<file path="config.mk">
export PLATFORM = sky130hd
export DESIGN_NAME = sparc_ffu_frf_arb
export DESIGN_NICKNAME = d
export VERILOG_FILES = /design/src/rtl/sparc_ffu_frf_arb_pkg.sv /design/src/rtl/sparc_ffu_frf_wbuf.sv /design/src/rtl/sparc_ffu_frf_arb.sv
export SDC_FILE = /design/constraint.sdc
export NUM_CORES = 1
export LEC_CHECK = 0
export CAP_MARGIN = 5
export CORE_MARGIN = 2
export CORE_UTILIZATION = 41
export DETAILED_ROUTE_END_ITERATION = 7
export GPL_ROUTABILITY_DRIVEN = 0
export PLACE_DENSITY = 0.82
export SETUP_SLACK_MARGIN = 0.3
export SLEW_MARGIN = 10
export SYNTH_ARGS = -nofsm -noshare
export SYNTH_HDL_FRONTEND = slang
export SYNTH_SLANG_ARGS = --single-unit
</file>
<file path="constraint.sdc">
create_clock -name rclk -period 5.9 [get_ports rclk]
set_input_delay 0.885 -clock rclk [delete_from_list [all_inputs] [get_ports rclk]]
set_output_delay 0.885 -clock rclk [all_outputs]
set_load 0.02 [all_outputs]
</file>
<file path="src/rtl/sparc_ffu_frf_arb_pkg.sv">
// Shared FRF geometry and the write-buffer entry layout used by the
// arbiter and its write FIFO.
package sparc_ffu_frf_arb_pkg;

  localparam int FRF_AW   = 7;
  localparam int FRF_DW   = 78;
  localparam int FRF_HALF = 39;

  typedef struct packed {
    logic [FRF_AW-1:0] addr;
    logic [1:0]        wen;
    logic [FRF_DW-1:0] data;
  } wr_entry_t;

endpackage

</file>
<file path="src/rtl/sparc_ffu_frf_wbuf.sv">
// Write FIFO for the FRF arbiter: circular buffer with per-entry valid bits
// so the arbiter can detect read-after-write hazards against pending entries.
module sparc_ffu_frf_wbuf
  import sparc_ffu_frf_arb_pkg::*;
#(
  parameter int DEPTH = 2
) (
  input  logic                         clk,
  input  logic                         reset,
  input  logic                         push,
  input  wr_entry_t                    push_entry,
  input  logic                         pop,
  input  logic [FRF_AW-1:0]            cmp_addr,
  output wr_entry_t                    head,
  output logic                         full,
  output logic                         empty,
  output logic [$clog2(DEPTH+1)-1:0]   count,
  output logic [DEPTH-1:0]             hit
);

  localparam int CW = $clog2(DEPTH + 1);
  localparam int PW = (DEPTH > 1) ? $clog2(DEPTH) : 1;

  wr_entry_t        r_mem [DEPTH];
  logic [DEPTH-1:0] r_vld;
  logic [PW-1:0]    r_wr_ptr;
  logic [PW-1:0]    r_rd_ptr;
  logic [CW-1:0]    r_cnt;
  logic [DEPTH-1:0] w_vld_nxt;

  // Pointers wrap explicitly so non-power-of-two depths behave.
  function automatic logic [PW-1:0] ptr_inc(input logic [PW-1:0] p);
    return (p == PW'(DEPTH - 1)) ? PW'(0) : p + PW'(1);
  endfunction

  always_comb begin
    w_vld_nxt = '0;
    hit       = '0;
    for (int i = 0; i < DEPTH; i++) begin
      w_vld_nxt[i] = (push && (r_wr_ptr == PW'(i))) ||
                     (r_vld[i] && !(pop && (r_rd_ptr == PW'(i))));
      hit[i]       = r_vld[i] && (r_mem[i].addr == cmp_addr);
    end
  end

  always_ff @(posedge clk) begin
    if (push) begin
      r_mem[r_wr_ptr] <= push_entry;
    end
  end

  always_ff @(posedge clk) begin
    if (reset) begin
      r_wr_ptr <= '0;
      r_rd_ptr <= '0;
      r_cnt    <= '0;
      r_vld    <= '0;
    end else begin
      r_vld <= w_vld_nxt;
      if (push) begin
        r_wr_ptr <= ptr_inc(r_wr_ptr);
      end
      if (pop) begin
        r_rd_ptr <= ptr_inc(r_rd_ptr);
      end
      if (push && !pop) begin
        r_cnt <= r_cnt + CW'(1);
      end else if (pop && !push) begin
        r_cnt <= r_cnt - CW'(1);
      end
    end
  end

  assign head  = r_mem[r_rd_ptr];
  assign full  = (r_cnt == CW'(DEPTH));
  assign empty = (r_cnt == CW'(0));
  assign count = r_cnt;

endmodule

</file>
<file path="src/rtl/sparc_ffu_frf_arb.sv">
// FRF port arbiter: one operation per cycle, reads win unless they hit a
// pending write or the oldest write has been starved STARVE_LIMIT times.
module sparc_ffu_frf_arb
  import sparc_ffu_frf_arb_pkg::*;
#(
  parameter int WBUF_DEPTH   = 2,
  parameter int STARVE_LIMIT = 8
) (
  input  logic              rclk,
  input  logic              reset,
  input  logic              rd_req,
  input  logic [FRF_AW-1:0] rd_addr,
  output logic              rd_rdy,
  output logic              rd_vld,
  output logic [FRF_DW-1:0] rd_data,
  input  logic              wr_req,
  input  logic [FRF_AW-1:0] wr_addr,
  input  logic [1:0]        wr_wen,
  input  logic [FRF_DW-1:0] wr_data,
  output logic              wr_rdy,
  output logic              frf_ren,
  output logic [1:0]        frf_wen,
  output logic [FRF_AW-1:0] frf_addr,
  output logic [FRF_DW-1:0] frf_wdata,
  input  logic [FRF_DW-1:0] frf_rdata,
  output logic [1:0]        wbuf_cnt
);

  localparam int CW = $clog2(WBUF_DEPTH + 1);
  localparam int SW = $clog2(STARVE_LIMIT + 1);

  wr_entry_t             w_head;
  wr_entry_t             w_push_entry;
  logic                  w_full;
  logic                  w_empty;
  logic [CW-1:0]         w_cnt;
  logic [WBUF_DEPTH-1:0] w_hit;
  logic                  w_push;
  logic                  w_rd_issue;
  logic                  w_drain;
  logic                  w_starved;
  logic [SW-1:0]         r_starve;
  logic [1:0]            r_rd_vld_pipe;
  logic [FRF_DW-1:0]     r_rd_data;

  assign w_push_entry = '{addr: wr_addr, wen: wr_wen, data: wr_data};

  sparc_ffu_frf_wbuf #(.DEPTH(WBUF_DEPTH)) u_wbuf (
    .clk        (rclk),
    .reset      (reset),
    .push       (w_push),
    .push_entry (w_push_entry),
    .pop        (w_drain),
    .cmp_addr   (rd_addr),
    .head       (w_head),
    .full       (w_full),
    .empty      (w_empty),
    .count      (w_cnt),
    .hit        (w_hit)
  );

  // A same-cycle write is not in w_hit yet, so the read sees pre-write data.
  assign w_starved  = (r_starve == SW'(STARVE_LIMIT));
  assign rd_rdy     = !reset && !(|w_hit) && !w_starved;
  assign wr_rdy     = !reset && !w_full;
  assign w_rd_issue = rd_req && rd_rdy;
  assign w_drain    = !reset && !w_rd_issue && !w_empty;
  assign w_push     = wr_req && wr_rdy && (|wr_wen);

  always_comb begin
    frf_ren   = w_rd_issue;
    frf_wen   = 2'b00;
    frf_addr  = '0;
    frf_wdata = '0;
    if (w_rd_issue) begin
      frf_addr = rd_addr;
    end else if (w_drain) begin
      frf_wen   = w_head.wen;
      frf_addr  = w_head.addr;
      frf_wdata = w_head.data;
    end else begin
      frf_addr = '0;
    end
  end

  always_ff @(posedge rclk) begin
    if (reset) begin
      r_starve <= '0;
    end else if (w_drain) begin
      r_starve <= '0;
    end else if (!w_empty && w_rd_issue && !w_starved) begin
      r_starve <= r_starve + SW'(1);
    end
  end

  // Stage 0 marks the SRAM access cycle; frf_rdata is captured into the output flop then.
  always_ff @(posedge rclk) begin
    if (reset) begin
      r_rd_vld_pipe <= 2'b00;
      r_rd_data     <= '0;
    end else begin
      r_rd_vld_pipe <= {r_rd_vld_pipe[0], w_rd_issue};
      if (r_rd_vld_pipe[0]) begin
        r_rd_data <= frf_rdata;
      end
    end
  end

  assign rd_vld   = r_rd_vld_pipe[1] && !reset;
  assign rd_data  = r_rd_data;
  assign wbuf_cnt = reset ? 2'b00 : 2'(w_cnt);

endmodule

</file>
# Word-level counts from Yosys, hierarchy flattened
# Memory sizes are Yosys's and may differ from the RTL's. A register that Yosys moved wholly into a read port is not among the register bits.
# Cells that the tools add are included.
# op_classes
eq_ne	4
n_reduce_logical	38
n_mux	15
addsub	5
bitwise	2
# ops
cell	count
two-way mux 78 bit	2
logical AND 1 bit	21
equality test 7 bit	2
two-way mux 7 bit	2
logical NOT 1 bit	10
two-way mux 2 bit	5
two-way mux 1 bit	6
OR reduction 2 bit	3
adder 4 x 1 -> 4 bit (second input constant)	1
equality test 4 bit (second input constant)	1
adder 1 bit (second input constant)	2
adder 2 x 1 -> 2 bit (second input constant)	1
equality test 2 bit (second input constant)	1
logical NOT 2 bit	1
logical OR 1 bit	2
NOT 1 bit	2
nonzero test 2 bit	1
subtractor 2 x 1 -> 2 bit (second input constant)	1
# word_totals
inputBits	176
elab_cells	72
memories	1
ff_bits	90
output_inout_bits	171
ramBits	174
# memory_table
name	depth	width	rd	rd_clocked_by_memory_dff	write_ports	line	rtl
u_wbuf.r_mem	2	87	3	1	1	sparc_ffu_frf_wbuf.sv:24	wr_entry_t r_mem [DEPTH];

# Logic depth before layout (Yosys ltp)
# Gate-level depths: netlist of run 1.
# logic_depth
depth_word	14
ltp_mapped	13
mapped_depth_nobuf	11

# Cells and area by module
# Synthesis of run 1 repeated with hierarchy kept, for this count alone.
# hier_totals
hier_cells	730
area_unflattened_um2	10664.0
# modules_own_cells
module	area_per_inst_um2	seq_area_each_um2	cells_per_inst	instances
sparc_ffu_frf_wbuf	6854.1	5365.1	324	1
sparc_ffu_frf_arb	3809.9	1681.6	406	1

# Worst setup path after synthesis of run 1
# OpenSTA, ideal clock, no wires.
# synth_timing
kind	in2reg
from	input reset
to	memory u_wbuf.r_mem[0][0] (netlist bit), enable pin
required_ns	5.355
path_slack_ns	-0.229
arrival_ns	5.584
path_stages	4
cell_sequence	clkbuf_1 a21oi_1 o211a_1 nor2b_1
# synth_via
elab_chain_cells	6
# synth_rtl
element	line	rtl
start: declaration	sparc_ffu_frf_arb.sv:10	input logic reset,
logical NOT 1 bit	sparc_ffu_frf_arb.sv:65	assign wr_rdy = !reset && !w_full;
logical AND 1 bit	sparc_ffu_frf_arb.sv:65	
net wr_rdy	sparc_ffu_frf_arb.sv:20	output logic wr_rdy,
logical AND 1 bit (2 in series)	sparc_ffu_frf_arb.sv:68	assign w_push = wr_req && wr_rdy && (|wr_wen);
net u_wbuf.push	sparc_ffu_frf_wbuf.sv:10	input logic push,
two-way mux 1 bit	sparc_ffu_frf_wbuf.sv:47	if (push) begin
two-way mux 1 bit (not written as such)	sparc_ffu_frf_wbuf.sv:48	r_mem[r_wr_ptr] <= push_entry;
end: declaration	sparc_ffu_frf_wbuf.sv:24	
# The timed path passes the listed nets, and every way through them passes these cells.

# Worst setup path in the final report of run 1
# layout_timing
from	input rd_addr[0]
to	output frf_addr[4]
# layout_via
elab_chain_cells	12
elab_cells_between_ends	14
# layout_rtl
element	line	rtl
start: declaration	sparc_ffu_frf_arb.sv:12	input logic [FRF_AW-1:0] rd_addr,
equality test 7 bit	sparc_ffu_frf_wbuf.sv:42	hit[i] = r_vld[i] && (r_mem[i].addr == cmp_addr);
logical AND 1 bit	sparc_ffu_frf_wbuf.sv:42	
OR reduction 2 bit *	sparc_ffu_frf_arb.sv:64	assign rd_rdy = !reset && !(|w_hit) && !w_starved;
logical NOT 1 bit *	sparc_ffu_frf_arb.sv:64	
logical AND 1 bit * (2 in series)	sparc_ffu_frf_arb.sv:64	
logical AND 1 bit *	sparc_ffu_frf_arb.sv:66	assign w_rd_issue = rd_req && rd_rdy;
logical NOT 1 bit	sparc_ffu_frf_arb.sv:67	assign w_drain = !reset && !w_rd_issue && !w_empty;
logical AND 1 bit (2 in series)	sparc_ffu_frf_arb.sv:67	
two-way mux 7 bit	sparc_ffu_frf_arb.sv:77	end else if (w_drain) begin
two-way mux 7 bit *	sparc_ffu_frf_arb.sv:75	if (w_rd_issue) begin
end: declaration	sparc_ffu_frf_arb.sv:23	output logic [FRF_AW-1:0] frf_addr,
# Mark *: on every way between the ends. The rest lies on a longest branch, timed or not.

==> flow_summary_export.csv, run 1 <==
group,metric,value,unit
synth,synth-async-reset-ratio,0,%
floorplanning,die_y,161,microns
timing,tns,0,ps
route,routed_wl,25.0,mm
synth,synth_compound_area_share,1.26,%
pwr,powerDensity,323,nW/um^2
global_route,grt_pass1_wl,38.0,mm
placed_design,dpl_cell_area,13800,sq um
route,first_iter_violations,394,
global_route,grt_usage,18.7,%
route,post_drt_via_cell_ratio,4.80,
route,ant_nets,0,
cells_and_area,final_core_util,60.8,%
floorplanning,io_pins,347,
timing,setup_violations,0,
route,dr.pass1.iters,5,
setup_path,cp-start-kind,"input pin",
placed_design,place.port_buffers,346,
synth,syn_area,10100,sq um
floorplanning,row_count,57,
cells_and_area,syn_to_final_growth,46.1,%
cts,ctsHoldBuffers,0,
cts,cts_buffers,27,
synth,seq_area_frac_synth,70.0,%
setup_path,worst_setup_path_end_kind,"output pin",
floorplanning,die-area,25800,sq um
synth,synth_xor_area_share,1.48,%
timing,fin_crit,4780,ps
timing,finalHoldViolCount,0,
route,num_vias,6792,
timing,relSlewSlack,24.4,%
cts,clk-insertion-delay-late,530,ps
global_route,grt_pass1_vias,7012,
synth,synth_top_cells_by_count,"174 x edfxtp_1, 169 x nor2_1, 165 x mux2i_1",
cts,clockRootBuffer,"clkbuf_16",
global_route,grt_max_degree,90,
synth,synth_edf_count,174,
cts,cts_num_sinks,265,
setup_path,worst_ep_arrival_time,3900,ps
cts,cts_tree,"yes",
cells_and_area,layout-drive-gt1-share,5.33,%
synth,synth_top_area_cell,"edfxtp_1",
run_status,status,"completed",
synth,synth.ff_latch_count,265,
run,cap_violations,0,
cts,cts_resized,0,
cells_and_area,fin_area,14700,sq um
synth,yosys.area.top_type_share,51.9,%
placed_design,dp_hpwl,17.1,mm
timing,worst_clock_skew,8.27,ps
synth,synth_fa_ha_area_share,0.622,%
global_route,grt_overflow,0,
cts,path_clk_slew,60,ps
cts,clockBufferDepth,3,
min_path,hp-class,"reg2reg",
synth,avgSynthCellArea,13.9,sq um
cts,postCtsSetupBuffers,0,
route,post-route-drc-count,0,
cells_and_area,nets,1249,
synth,synth_top_family_by_area,"multiplexers",
synth,yosys_warnings,0,
floorplanning,core_region_area,24200,sq um
synth,synthTopCellsByArea,"edfxtp_1 52%, dfxtp_1 18%, mux2i_1 16%, nor2_1 6.3%, xnor2_1 1.3%",
timing,tightestPinTransition,1130,ps
synth,synth.distinct_cells,28,
pwr,p_leak,0.00506,uW
global_route,antenna_found_initial,1,
timing,min_period_over_period,81.1,%
pwr,vdd_drop_max,0.231,mV
synth,synth-simple-area-share,8.03,%
cells_and_area,nFillCells,1856,
floorplanning,die_w,161,microns
cts,h-tree-depth,1,
setup_path,cp_data_required_time,5020,ps
timing,slew_violations,0,
floorplanning,start_util,41.6,%
synth,syn_inst,725,
synth,syn_nets,906,
timing,rsz0062_at_grt,"false",
synth,synth.mux.area_fraction,16.4,%
timing,clock.fmax,209,MHz
synth,synth_top_flop_cell,"edfxtp_1",
route,wl_per_cell,17.7,microns
synth,synth.most_common_cell,"edfxtp_1",
setup_path,path_max_fanout,89,
setup_path,crit_type,"in2out",
-- final timing paths --
check / from / end / slack [ps] / depth (start not counted)
max reg2reg: r_starve[0] / u_wbuf.count[1] / 2830 / 10
min: r_starve[2] / r_starve[2] / 480 / 2
max: rd_addr[0] / frf_addr[4] / 1120 / 9
min reg2reg: r_starve[2] / r_starve[2] / 480 / 2
-- area by class of cell --
class	instances	area (sq um)	area share [%]
Timing Repair Buffer	356	3550	24.1
Antenna cell	1	2.50	0.0170
Clock inverter	13	104	0.707
Tap cell	324	405	2.76
Multi-Input combinational cell	410	2810	19.1
Inverter	8	30.0	0.204
Clock buffer	37	743	5.06
Sequential cell	265	7050	48.0
-- critical path: stages --
cell,delay [ps]
clkdlybuf4s50_1,480
xnor2_1,250
nand4_1,130
nor2_1,240
nor3b_2,90
or3_2,440
buf_4,380
o21ai_0,300
clkdlybuf4s50_1,640
-- power by group --
part | leakage, uW | switching, uW | internal, uW
Sequential | 0.00233 | 71.1 | 2080
Combinational | 0.00231 | 494 | 476
Clock | 0.000419 | 692 | 928
-- cells in the final DEF, fill, tap and decap left out, drive strengths merged --
master / instances
diode: 1
edfxtp: 174
nand2: 12
dfxtp: 91
clkinv: 10
nand3: 2
or4b: 1
and2: 1
nor2: 169
clkdlybuf4s50: 345
and3: 1
nor2b: 4
a21oi: 9
inv: 9
nand4: 4
ha: 5
o211a: 1
or3: 3
mux2i: 165
a31oi: 2
nand3b: 1
bufinv: 1
buf: 11
clkinvlp: 1
clkbuf: 37
xor2: 2
o21ai: 11
nor3b: 2
xnor2: 15
-- stage by stage --
stage / power [uW] / worst slack, ps / hold slack (ps) / instances
floorplan: 2730 / 1450 / 445 / 725
global placement: 3150 / 1210 / 460 / 1363
detailed placement: 3170 / 1070 / 475 / 1363
CTS: 4800 / 1080 / 485 / 1413
global route: 4950 / 913 / 510 / 1414
finish: 4750 / 1120 / 482 / 1414
-- flip-flops by register name (all words and copies together) (netlist names), named ones only --
signal and cells:
r_rd_vld_pipe 2, u_wbuf.r_rd_ptr 1, r_starve 4, u_wbuf.count 2, u_wbuf.r_vld 2, rd_data 78
u_wbuf.r_wr_ptr 1, u_wbuf.r_mem 174
-- metal layers --
| metal | global-route usage [%] | wire [microns] |
|---|---|---|
| met2 | 33.7 | 12800 |
| met4 | 6.27 | 694 |
| met5 | 0 | 0 |
| met3 | 4.42 | 1690 |
| met1 | 21.9 | 9810 |
-- logic make-up (layout without fill, tap and decap cells) --
logic type,count (synthesis),in the layout
AND/OR/NAND/NOR,200,200
XOR/XNOR,17,17
other,0,1
multiplexers,165,165
flip-flops,265,265
buffers and inverters,50,414
adder cells (fa/ha/maj),5,5
AO/OA/AOI/OAI,23,23
(Power assumes the default switching activity.)
==> run 2, diff against run 1 <==
--- a/config.mk
+++ b/config.mk
@@ -7,10 +7,10 @@
 export LEC_CHECK = 0
 export CAP_MARGIN = 5
 export CORE_MARGIN = 2
-export CORE_UTILIZATION = 41
+export CORE_UTILIZATION = 45
 export DETAILED_ROUTE_END_ITERATION = 7
 export GPL_ROUTABILITY_DRIVEN = 0
-export PLACE_DENSITY = 0.82
+export PLACE_DENSITY = 0.86
 export SETUP_SLACK_MARGIN = 0.3
 export SLEW_MARGIN = 10
 export SYNTH_ARGS = -nofsm -noshare
==> constraint.sdc (replaced) <==
create_clock -name rclk -period 4.85 [get_ports rclk]
set_input_delay 0.7275 -clock rclk [delete_from_list [all_inputs] [get_ports rclk]]
set_output_delay 0.7275 -clock rclk [all_outputs]
set_load 0.02 [all_outputs]
==> run 2 against run 1 <==
  * Sequential cell count is the same
  * Combinational power up 20%
  * Worst hold slack lost 4.6 ps
  * Critical path depth unchanged
  * Die area is 8.7% lower
  * Clock-buffer cell count is 1 higher
  * Sequential share of layout area shrank 0.078 points
  * Non-clock buffer count fell by 1
  * Largest power group unchanged
==> flow_summary_export.csv, run 2 (synthesis gave the netlist of run 1 again) <==
group,metric,value,unit
cts,cts_buffers,28,
floorplanning,start_util,46.0,%
route,wl_per_cell,18.0,microns
cells_and_area,final_cell_mix,"344 x clkdlybuf4s50_1, 174 x edfxtp_1, 169 x nor2_1",
setup_path,worst_setup_path_end_kind,"output pin",
timing,clock.fmax,235,MHz
pwr,cell_internal_pwr,4330,uW
route,ant_nets,0,
global_route,grt_usage,19.9,%
cells_and_area,final_core_util,67.2,%
cts,clockBufferDepth,3,
cts,cts_tree,"yes",
cts,postCtsSetupBuffers,0,
setup_path,path_max_fanout,77,
cells_and_area,layout_commonest_cell,"clkdlybuf4s50_1",
route,first_iter_violations,370,
run,cap_violations,0,
cells_and_area,nets,1249,
timing,setup_violations,0,
timing,min_period_over_period,87.7,%
pwr,swShare,26.1,%
cts,cts_num_sinks,265,
cts,clockRootBuffer,"clkbuf_16",
pwr,p_leak,0.00510,uW
cts,clk-insertion-delay-late,530,ps
global_route,grt_max_degree,89,
floorplanning,die-area,23600,sq um
pwr,p_sw,1530,uW
pwr,pwr-share-comb,19.7,%
route,num_vias,6793,
pwr,p_seq_share,45.2,%
floorplanning,core_region_area,21900,sq um
timing,relSlewSlack,40.0,%
route,post-route-drc-count,0,
cells_and_area,syn_to_final_growth,46.3,%
cells_and_area,largest_reg_flops,174,
placed_design,dp_hpwl,16.8,mm
placed_design,place.port_buffers,346,
pwr,vdd_drop_max,0.303,mV
setup_path,critPathMostFrequentCell,"clkdlybuf4s50_1",
setup_path,cpPeakStageDelay,640,ps
route,dr.pass1.iters,4,
pwr,powerDensity,399,nW/um^2
timing,slew_violations,0,
route,post_drt_via_cell_ratio,4.95,
floorplanning,die_w,154,microns
cells_and_area,seqCellArea,7050,sq um
timing,tightestPinTransition,900,ps
timing,fin_crit,4250,ps
setup_path,crit_type,"in2out",
setup_path,crit_slowest_cell,"clkdlybuf4s50_1",
setup_path,cp_data_required_time,4120,ps
timing,rsz0062_at_grt,"false",
pwr,clock_power_share,35.1,%
cts,ctsHoldBuffers,0,
cts,h-tree-depth,1,
setup_path,cp-start-kind,"input pin",
setup_path,path_cells,"clkdlybuf4s50_1 > xnor2_1 > nand4_1 > nor2_1 > nor3b_2 > or3_4 > buf_12 > o21ai_0 > clkdlybuf4s50_1",
global_route,antenna_found_initial,1,
cts,cts_resized,0,
global_route,grt_pass1_wl,37.3,mm
floorplanning,die_y,154,microns
cells_and_area,layout-drive-gt1-share,5.50,%
timing,worst_clock_skew,9.60,ps
timing,finalHoldViolCount,0,
timing,tns,0,ps
cells_and_area,largest_register,"u_wbuf.r_mem",
global_route,grt_overflow,0,
cts,path_clk_slew,60,ps
floorplanning,io_pins,347,
cells_and_area,nFillCells,1565,
run_status,status,"completed",
route,routed_wl,24.6,mm
global_route,grt_pass1_vias,6964,
min_path,hp-class,"reg2reg",
floorplanning,row_count,54,
cells_and_area,multi_input_area,2810,sq um
setup_path,worst_ep_arrival_time,3520,ps
-- run 2: through the flow --
stage | cell area [sq um] | total power, uW | hold slack, ps | std cells | worst slack, ps
detailed placement | 13800 | 3870 | 471 | 1318 | 336
finish | 14700 | 5870 | 478 | 1372 | 598
global placement | 13800 | 3840 | 461 | 1318 | 478
global route | 14700 | 6080 | 517 | 1372 | 381
floorplan | 10100 | 3320 | 445 | 725 | 561
CTS | 14700 | 5930 | 481 | 1370 | 321
-- run 2: metal layers --
layer / routed length, microns / global-route usage, % / share of wire (%)
met2: 12800 / 35.5 / 52
met4: 868 / 7.43 / 3.5
met5: 0 / 0 / 0
met1: 9510 / 24.1 / 39
met3: 1430 / 3.75 / 5.8
-- run 2: path summary, 6_finish.rpt --
path | from | end | slack, ps | cells after the start
setup / recovery | rd_addr[0] | frf_addr[0] | 600 | 9
setup reg to reg | u_wbuf.r_mem[0][86] | u_wbuf.count[1] | 2350 | 8
hold reg to reg | r_starve[2] | r_starve[2] | 480 | 2
hold / removal | r_starve[2] | r_starve[2] | 480 | 2
-- run 2: area by class of cell --
type	instances	area share [%]
clock inverter	14	0.672
antenna	2	0.0340
timing repair buffer	355	24.2
tap	280	2.38
clock buffer	38	5.44
inverter	8	0.204
sequential	265	47.9
multi-input combinational	410	19.1
-- run 2: worst max-delay path, delay by kind of cell --
kind / cells / cell delay (ps)
AOI/OAI and AO/OA: 1 / 220
xor gates and xnor gates: 1 / 150
buffers and inverters: 3 / 1460
and+or+nand+nor: 4 / 920
-- run 2: power by group through the flow --
stage	Combinational, uW	Clock (uW)	Sequential, uW
floorplan	650	0	2670
global placement	1150	0	2700
detailed placement	1160	0	2700
CTS	1170	2100	2660
global route	1240	2180	2670
finish	1160	2060	2650
